`config.mk`:
```
export PLATFORM = sky130hd
export DESIGN_NAME = uart_rcv
export DESIGN_NICKNAME = d
export VERILOG_FILES = /design/src/rtl/uart_pkg.sv /design/src/rtl/uart_baud_cnt.sv /design/src/rtl/uart_rcv.sv
export SDC_FILE = /design/constraint.sdc
export NUM_CORES = 1
export LEC_CHECK = 0
export BUFFER_PORTS_ARGS = -buffer_cell sky130_fd_sc_hd__buf_4
export CAP_MARGIN = 20
export CORE_MARGIN = 2
export CORE_UTILIZATION = 39
export CTS_CLUSTER_SIZE = 25
export DETAILED_ROUTE_END_ITERATION = 8
export GPL_ROUTABILITY_DRIVEN = 0
export PLACE_DENSITY = 0.55
export SYNTH_ARGS = -nofsm -noshare
export SYNTH_HDL_FRONTEND = slang
export SYNTH_SLANG_ARGS = --single-unit
```
`constraint.sdc`:
```
create_clock -name clk -period 2.4 [get_ports clk]
set_clock_uncertainty 0.2 [all_clocks]
set_input_delay 0.36 -clock clk [delete_from_list [all_inputs] [get_ports clk]]
set_output_delay 0.36 -clock clk [all_outputs]
set_load 0.02 [all_outputs]
```
`src/rtl/uart_pkg.sv`:
```
// Shared types and constants for the UART receiver.
// Macro UART_RCV_PARITY_EN adds the PARITY state to the FSM encoding.
package uart_pkg;

  localparam int unsigned BAUD_DIV_DFLT = 2604;
  localparam int unsigned CNT_W         = 12;

  localparam logic [7:0] CMD_GO   = 8'h67;
  localparam logic [7:0] CMD_STOP = 8'h73;

  typedef enum logic [2:0] {
    IDLE   = 3'd0,
    START  = 3'd1,
    DATA   = 3'd2,
`ifdef UART_RCV_PARITY_EN
    PARITY = 3'd3,
`endif
    STOP   = 3'd4
  } state_t;

endpackage

```
`src/rtl/uart_baud_cnt.sv`:
```
// Loadable down-counter that times bit periods; terminal count is the value 1.
// It saturates at 0, so it never wraps while the receiver sits idle.
module uart_baud_cnt
  import uart_pkg::*;
(
  input  logic             clk,
  input  logic             rst_n,
  input  logic             load_i,
  input  logic [CNT_W-1:0] load_val_i,
  input  logic             en_i,
  output logic             tc_o
);

  logic [CNT_W-1:0] cnt_q, cnt_d;

  always_comb begin
    cnt_d = cnt_q;
    if (load_i) begin
      cnt_d = load_val_i;
    end else if (en_i && (cnt_q != '0)) begin
      cnt_d = cnt_q - CNT_W'(1);
    end
  end

  always_ff @(posedge clk) begin
    if (!rst_n) begin
      cnt_q <= '0;
    end else begin
      cnt_q <= cnt_d;
    end
  end

  assign tc_o = (cnt_q == CNT_W'(1));

endmodule

```
`src/rtl/uart_rcv.sv`:
```
// 8-bit UART receiver: synchronizer, start/data/stop FSM, mid-bit sampling.
// Define UART_RCV_PARITY_EN for a 9th even-parity bit and the par_err pulse.
module uart_rcv
  import uart_pkg::*;
#(
  parameter int unsigned BAUD_DIV = BAUD_DIV_DFLT
) (
  input  logic       clk,
  input  logic       rst_n,
  input  logic       RX,
  input  logic       clr_rdy,
  output logic [7:0] rx_data,
  output logic       rdy,
  output logic       frm_err,
  output logic       par_err,
  output state_t     state_o
);

  localparam logic [CNT_W-1:0] FULL_LD = CNT_W'(BAUD_DIV);
  localparam logic [CNT_W-1:0] HALF_LD = CNT_W'(BAUD_DIV / 2);

  logic sync1_q, sync2_q, sync3_q;
  logic fall_edge;

  state_t     state_q, state_d;
  logic [7:0] shift_q, shift_d;
  logic [3:0] bit_cnt_q, bit_cnt_d;
  logic [7:0] rx_data_q, rx_data_d;
  logic       rdy_q, rdy_d;
  logic       frm_q, frm_d;
  logic       par_ok;

  logic             cnt_load;
  logic [CNT_W-1:0] cnt_val;
  logic             cnt_en;
  logic             cnt_tc;

  // Resets to 1 so a line that is idle through reset does not look like a start edge.
  always_ff @(posedge clk) begin
    if (!rst_n) begin
      sync1_q <= 1'b1;
      sync2_q <= 1'b1;
      sync3_q <= 1'b1;
    end else begin
      sync1_q <= RX;
      sync2_q <= sync1_q;
      sync3_q <= sync2_q;
    end
  end

  assign fall_edge = sync3_q & ~sync2_q;

  uart_baud_cnt u_baud (
    .clk        (clk),
    .rst_n      (rst_n),
    .load_i     (cnt_load),
    .load_val_i (cnt_val),
    .en_i       (cnt_en),
    .tc_o       (cnt_tc)
  );

`ifdef UART_RCV_PARITY_EN
  logic par_bad_q, par_bad_d;
  logic par_q, par_d;
  assign par_ok  = ~par_bad_q;
  assign par_err = par_q;
`else
  assign par_ok  = 1'b1;
  assign par_err = 1'b0;
`endif

  // rdy/clr_rdy: rdy holds a byte until clr_rdy or the next frame's START->DATA;
  // a set in the same cycle as clr_rdy wins.
  always_comb begin
    state_d   = state_q;
    shift_d   = shift_q;
    bit_cnt_d = bit_cnt_q;
    rx_data_d = rx_data_q;
    rdy_d     = rdy_q & ~clr_rdy;
    frm_d     = 1'b0;
    cnt_load  = 1'b0;
    cnt_val   = FULL_LD;
    cnt_en    = (state_q != IDLE);
`ifdef UART_RCV_PARITY_EN
    par_bad_d = par_bad_q;
    par_d     = 1'b0;
`endif
    unique case (state_q)
      IDLE: begin
        if (fall_edge) begin
          state_d  = START;
          cnt_load = 1'b1;
          cnt_val  = HALF_LD;
        end
      end
      START: begin
        if (cnt_tc) begin
          if (!sync2_q) begin
            state_d   = DATA;
            cnt_load  = 1'b1;
            bit_cnt_d = 4'd0;
            rdy_d     = 1'b0;
`ifdef UART_RCV_PARITY_EN
            par_bad_d = 1'b0;
`endif
          end else begin
            state_d = IDLE;
          end
        end
      end
      DATA: begin
        if (cnt_tc) begin
          shift_d   = {sync2_q, shift_q[7:1]};
          bit_cnt_d = bit_cnt_q + 4'd1;
          cnt_load  = 1'b1;
          if (bit_cnt_q == 4'd7) begin
`ifdef UART_RCV_PARITY_EN
            state_d = PARITY;
`else
            state_d = STOP;
`endif
          end
        end
      end
`ifdef UART_RCV_PARITY_EN
      PARITY: begin
        if (cnt_tc) begin
          par_bad_d = (sync2_q != (^shift_q));
          par_d     = par_bad_d;
          cnt_load  = 1'b1;
          state_d   = STOP;
        end
      end
`endif
      STOP: begin
        if (cnt_tc) begin
          state_d = IDLE;
          if (!sync2_q) begin
            frm_d = 1'b1;
          end else if (par_ok) begin
            rx_data_d = shift_q;
            rdy_d     = 1'b1;
          end
        end
      end
      default: state_d = IDLE;
    endcase
  end

  always_ff @(posedge clk) begin
    if (!rst_n) begin
      state_q   <= IDLE;
      shift_q   <= 8'h00;
      bit_cnt_q <= 4'd0;
      rx_data_q <= 8'h00;
      rdy_q     <= 1'b0;
      frm_q     <= 1'b0;
    end else begin
      state_q   <= state_d;
      shift_q   <= shift_d;
      bit_cnt_q <= bit_cnt_d;
      rx_data_q <= rx_data_d;
      rdy_q     <= rdy_d;
      frm_q     <= frm_d;
    end
  end

`ifdef UART_RCV_PARITY_EN
  always_ff @(posedge clk) begin
    if (!rst_n) begin
      par_bad_q <= 1'b0;
      par_q     <= 1'b0;
    end else begin
      par_bad_q <= par_bad_d;
      par_q     <= par_d;
    end
  end
`endif

  assign rx_data = rx_data_q;
  assign rdy     = rdy_q;
  assign frm_err = frm_q;
  assign state_o = state_q;

endmodule

```
* Word level (Yosys, flattened, before mapping)
Cells that the tools add are included.
** Storage, ports and cells
- Register bits after elaboration :: 40
** Operators by class
- Add/sub/neg operators :: 2
- Eq/ne operators :: 11
- Muxes and demuxes :: 25
- Bitwise operators :: 4
- Reduce and logical (&&, ||, !) cells :: 11
** Operators by type and width (number)
- two-way mux 12 bit :: 4
- two-way mux 3 bit :: 5
- equality test 12 x 1 -> 1 bit (second input constant) :: 1
- two-way mux 4 bit :: 3
- != test 2 bit (second input constant) :: 6
- one-hot mux 3 bit (4 select lines) :: 1
- nonzero test 12 bit :: 1
- subtractor 12 x 1 -> 12 bit (second input constant) :: 1
- two-way mux 1 bit :: 8
- one-hot mux 4 bit (2 select lines) :: 1
- AND reduction 5 bit :: 1
- adder 4 x 1 -> 4 bit (second input constant) :: 1
- equality test 4 x 3 -> 1 bit (second input constant) :: 1
- AND reduction 2 bit :: 2
- AND reduction 4 bit :: 1
- nonzero test 2 bit :: 2
- equality test 3 x 1 -> 1 bit (second input constant) :: 1
- equality test 3 x 2 -> 1 bit (second input constant) :: 1
- equality test 3 bit (second input constant) :: 1
- zero test 3 bit :: 1
- one-hot mux 1 bit (3 select lines) :: 1
- AND reduction 3 bit :: 1
- nonzero test 3 bit :: 1
- bitwise AND 1 bit :: 2
- other kinds (4) :: 5

* Depth between registers and ports, before layout
- Depth in word-level cells :: 5
- Depth in mapped cells :: 8
- Depth with buffers taken out :: 6

* Hierarchy
Synthesis repeated with hierarchy kept, for this count alone.
** Second synthesis, totals
- Cell total of the unflattened synthesis :: 228
- Area, all modules :: 1926.8 um^2
** Modules (own cells, without submodules)
- uart_rcv :: instances 1, cells an instance 141, area each 1212.4 um^2
- uart_baud_cnt :: instances 1, cells an instance 87, area each 714.4 um^2

* Worst setup path before layout
Ideal clock, no wire load.
- Path kind :: reg2reg
- Start point :: register u_baud.cnt_q[7]
- End point :: register bit_cnt_q[3]
- Setup time :: 0.070 ns
- Data arrival time :: 2.169 ns
- Path slack :: -0.039 ns
- Stages on the path, launching flop included :: 7
- Buffers on the path :: 2
- Period minus slack after synthesis :: 2.439 ns
- Cell sequence :: dfxtp_1 -> or4_1 -> buf_2 -> or4_1 -> clkbuf_2 -> or4_1 -> a21oi_1
** Between the ends
- Word-level cells in the longest chain between the ends :: 3
- Elaborated cells between the ends (all ways) :: 4
- Classes of those cells :: 3 x eq/ne; 1 x reduce/logical
** RTL lines
- start: declaration :: line uart_baud_cnt.sv:14 : logic [CNT_W-1:0] cnt_q, cnt_d;
- start signal: assignment :: line uart_baud_cnt.sv:29 : cnt_q <= cnt_d;
- equality test 12 x 1 -> 1 bit (*) :: line uart_baud_cnt.sv:33 : assign tc_o = (cnt_q == CNT_W'(1));
- != test 2 bit (no line)
- AND reduction 4 bit (no line) (*)
- end signal: assignment :: line uart_rcv.sv:161 : bit_cnt_q <= bit_cnt_d;
- end: declaration :: line uart_rcv.sv:27 : logic [3:0] bit_cnt_q, bit_cnt_d;
Every way passes the cells marked *; elsewhere a longest branch is shown, timed or not.
A chain may end at the register's enable or synchronous reset.

* Final worst setup path
- Start point :: register u_baud.cnt_q[1]
- End point :: register bit_cnt_q[3]
The elaborated chain is that of the path after synthesis.

==> impl_metrics.csv <==
group,metric,value,unit
cts,worstSkewPairLatency,0.28,ns
timing,hold_viol_final,0,
cts,cts_root_buffer,"clkbuf_8",
status,status,"completed",
grt,antenna_found_initial,0,
cts,cts_buffer_depth,2,
setup_path,end_kind,"flop",
drt,vias,1717,
drt,firstDrtPassIters,4,
hold_path,hold_depth,2,
floorplan,io_pins,18,
cts,htreeDepth,2,
yosys,synthCells,222,
yosys,ys_seq_area_share,42.3,%
yosys,yosys_warnings,0,
layout,nets,254,
setup_path,crit_path_start_kind,"flop",
hold_path,min-delay-start,"RX",
grt,grt_pass1_wl,7490,microns
floorplan,die_h,73.7,microns
place,port_buffers,16,
cts,numCtsBuffers,5,
layout,num_antenna_cells,0,
floorplan,dieArea,0.00543,sq mm
yosys,synth_fp_nets,229,
timing,period_share,96.4,%
layout,drive_above_1_share,22.2,%
layout,syn2layout_area_growth,20.3,%
layout,layout_commonest_cell,"dfxtp_1",
yosys,syn_area_per_cell,8.53,sq um
hold_path,min_path_type,"in2reg",
cts,postCtsSetupRepairBufs,0,
power,p_total,1.42,mW
job,cap_violations,0,
yosys,syn_area,0.00189,sq mm
drt,drtIter0Drc,137,
layout,most-common-layout-cells,"39 x dfxtp_1, 33 x buf_4, 21 x nand2_1, 18 x nand3_1, 15 x a21oi_1",
floorplan,coreArea,0.00469,sq mm
power,ir_drop,0.528,mV
layout,nFillCells,464,
setup_path,crit_start,"u_baud.cnt_q[1]$_SDFFE_PN0P_",
place,dp_hpwl,3330,microns
drt,drt-total-wl,4630,microns
layout,final_core_util,48.6,%
setup_path,worstSetupPathType,"reg2reg",
drt,wl_per_cell,15.3,microns
setup_path,required,2.42,ns
setup_path,cp_max_fo,8,
timing,fmax,0.432,GHz
grt,grt_use_total,17.7,%
floorplan,rows,25,
grt,grt.overflow.total,0,
place,preCtsSetupSlack,-0.0172,ns
cts,cts.clk_slew.worst_paths,0.08,ns
grt,grt_pass1_vias,1527,
yosys,ys_ff_latch,40,
timing,setup_slack,0.0858,ns
drt,antenna_left,0,
timing,slew_viol_final,0,
setup_path,rr_worst_depth,6,
floorplan,die_x,73.7,microns
yosys,synth_ff_type,"dfxtp_1",
drt,drcViolationCount,0,
timing,rsz0062_at_grt,"yes",
power,power.leakage,0.863,nW
timing,period_needed,2.31,ns
setup_path,reg2reg_from,"u_baud.cnt_q[1]$_SDFFE_PN0P_",
cts,cts_tree,"yes",
grt,grt_max_degree,28,
power,power.density,621,mW/mm^2
setup_path,cp.arrival,2.34,ns
floorplan,start_util,40.4,%
yosys,post_synth_num_cell_types,44,
yosys,synth_edf_count,0,
timing,finalSetupViolations,0,
yosys,ys_async_sr_fraction,0,%
cts,cts_sinks,40,
drt,vias_per_cell,5.69,
[metrics by stage]
stage / std cells / hold WS (ns) / cell area (sq um) / TNS, ns
global placement: 294 / 0.188 / 2150 / 0
floorplan: 222 / 0.186 / 1900 / 0
global route: 302 / 0.0577 / 2280 / -0.00624
detailed placement: 294 / 0.196 / 2150 / -0.0172
finish: 302 / 0.0606 / 2280 / 0
CTS: 302 / 0.0550 / 2260 / 0
[cell usage after synthesis (4+ instances only)]
master | instances | area (sq um)
or4_1 | 7 | 52.6
nand3_1 | 18 | 90.1
nand2_1 | 21 | 78.8
or3_1 | 7 | 43.8
o21ai_0 | 11 | 55.1
inv_1 | 4 | 15.0
dfxtp_1 | 40 | 801
mux2i_1 | 8 | 80.1
clkbuf_1 | 11 | 41.3
nand2b_1 | 9 | 56.3
nor2_1 | 5 | 18.8
a21oi_1 | 16 | 80.1
o31ai_1 | 6 | 45.0
nor4_1 | 5 | 31.3
[logic make-up (layout without fill, tap and decap cells)]
kind of cell	count (synthesis)	after routing	share of synthesized area (%)
AND/OR/NAND/NOR	97	97	29.1
adder cells (fa/ha/maj)	3	3	1.98
other	1	1	0.198
multiplexers	8	8	4.23
flip-flops	40	40	42.3
AO/OA/AOI/OAI	54	54	18.2
buffers and inverters	19	45	4.09
[report_power, final]
group / switching, mW / internal (mW)
Combinational: 0.116 / 0.0743
Clock: 0.226 / 0.309
Sequential: 0.0118 / 0.678
[critical path, cell delays in order (launching register included)]
cell and delay [ns]:
dfxtp_1 0.33, inv_2 0.06, ha_2 0.17, or3b_2 0.45, or4_4 0.50, or4_4 0.44, a21oi_2 0.11
[sequential cells by signal (all words and copies together) (netlist names)]
| register | cells |
|---|---|
| sync1_q | 1 |
| frm_err | 1 |
| u_baud.cnt_q | 12 |
| sync3_q | 1 |
| bit_cnt_q | 4 |
| rdy | 1 |
| sync2_q | 1 |
| rx_data | 8 |
| state_o | 3 |
| shift_q | 8 |
[timing repair]
action                     in CTS  in global routing
gates cloned                    0                  0
hold buffers                    0                  0
setup endpoints to repair       2                 10
pin swaps                       0                  1
gates resized for setup         2                 11
[worst paths after layout]
kind / slack (ns) / endpoint
worst max-delay path: 0.09 / bit_cnt_q[3]$_SDFFE_PN0P_
worst min-delay path: 0.06 / sync1_q$_SDFF_PN1_
worst max register to register: 0.09 / bit_cnt_q[3]$_SDFFE_PN0P_
worst min register to register: 0.21 / sync2_q$_SDFF_PN1_
[area by class of cell]
class / count / area [sq um] / area share [%]
multi-input combinational: 163 / 1040 / 45.6
sequential: 40 / 802 / 35.2
clock buffer: 6 / 72.6 / 3.18
inverter: 4 / 15.0 / 0.659
timing repair buffer: 33 / 248 / 10.9
tap: 54 / 67.6 / 2.96
clock inverter: 2 / 35.0 / 1.54
[metal layers]
metal / track usage (%) / routed length, microns / share of wire, % / vias up
li1: - / - / - / 876
met1: 25.9 / 2370 / 51 / 805
met2: 26.7 / 2030 / 44 / 32
met3: 4.25 / 199 / 4.3 / 4
met4: 3.03 / 31 / 0.67 / 0
met5: 0 / 0 / 0 / -
Note: power is estimated with default switching activity, not from simulation.
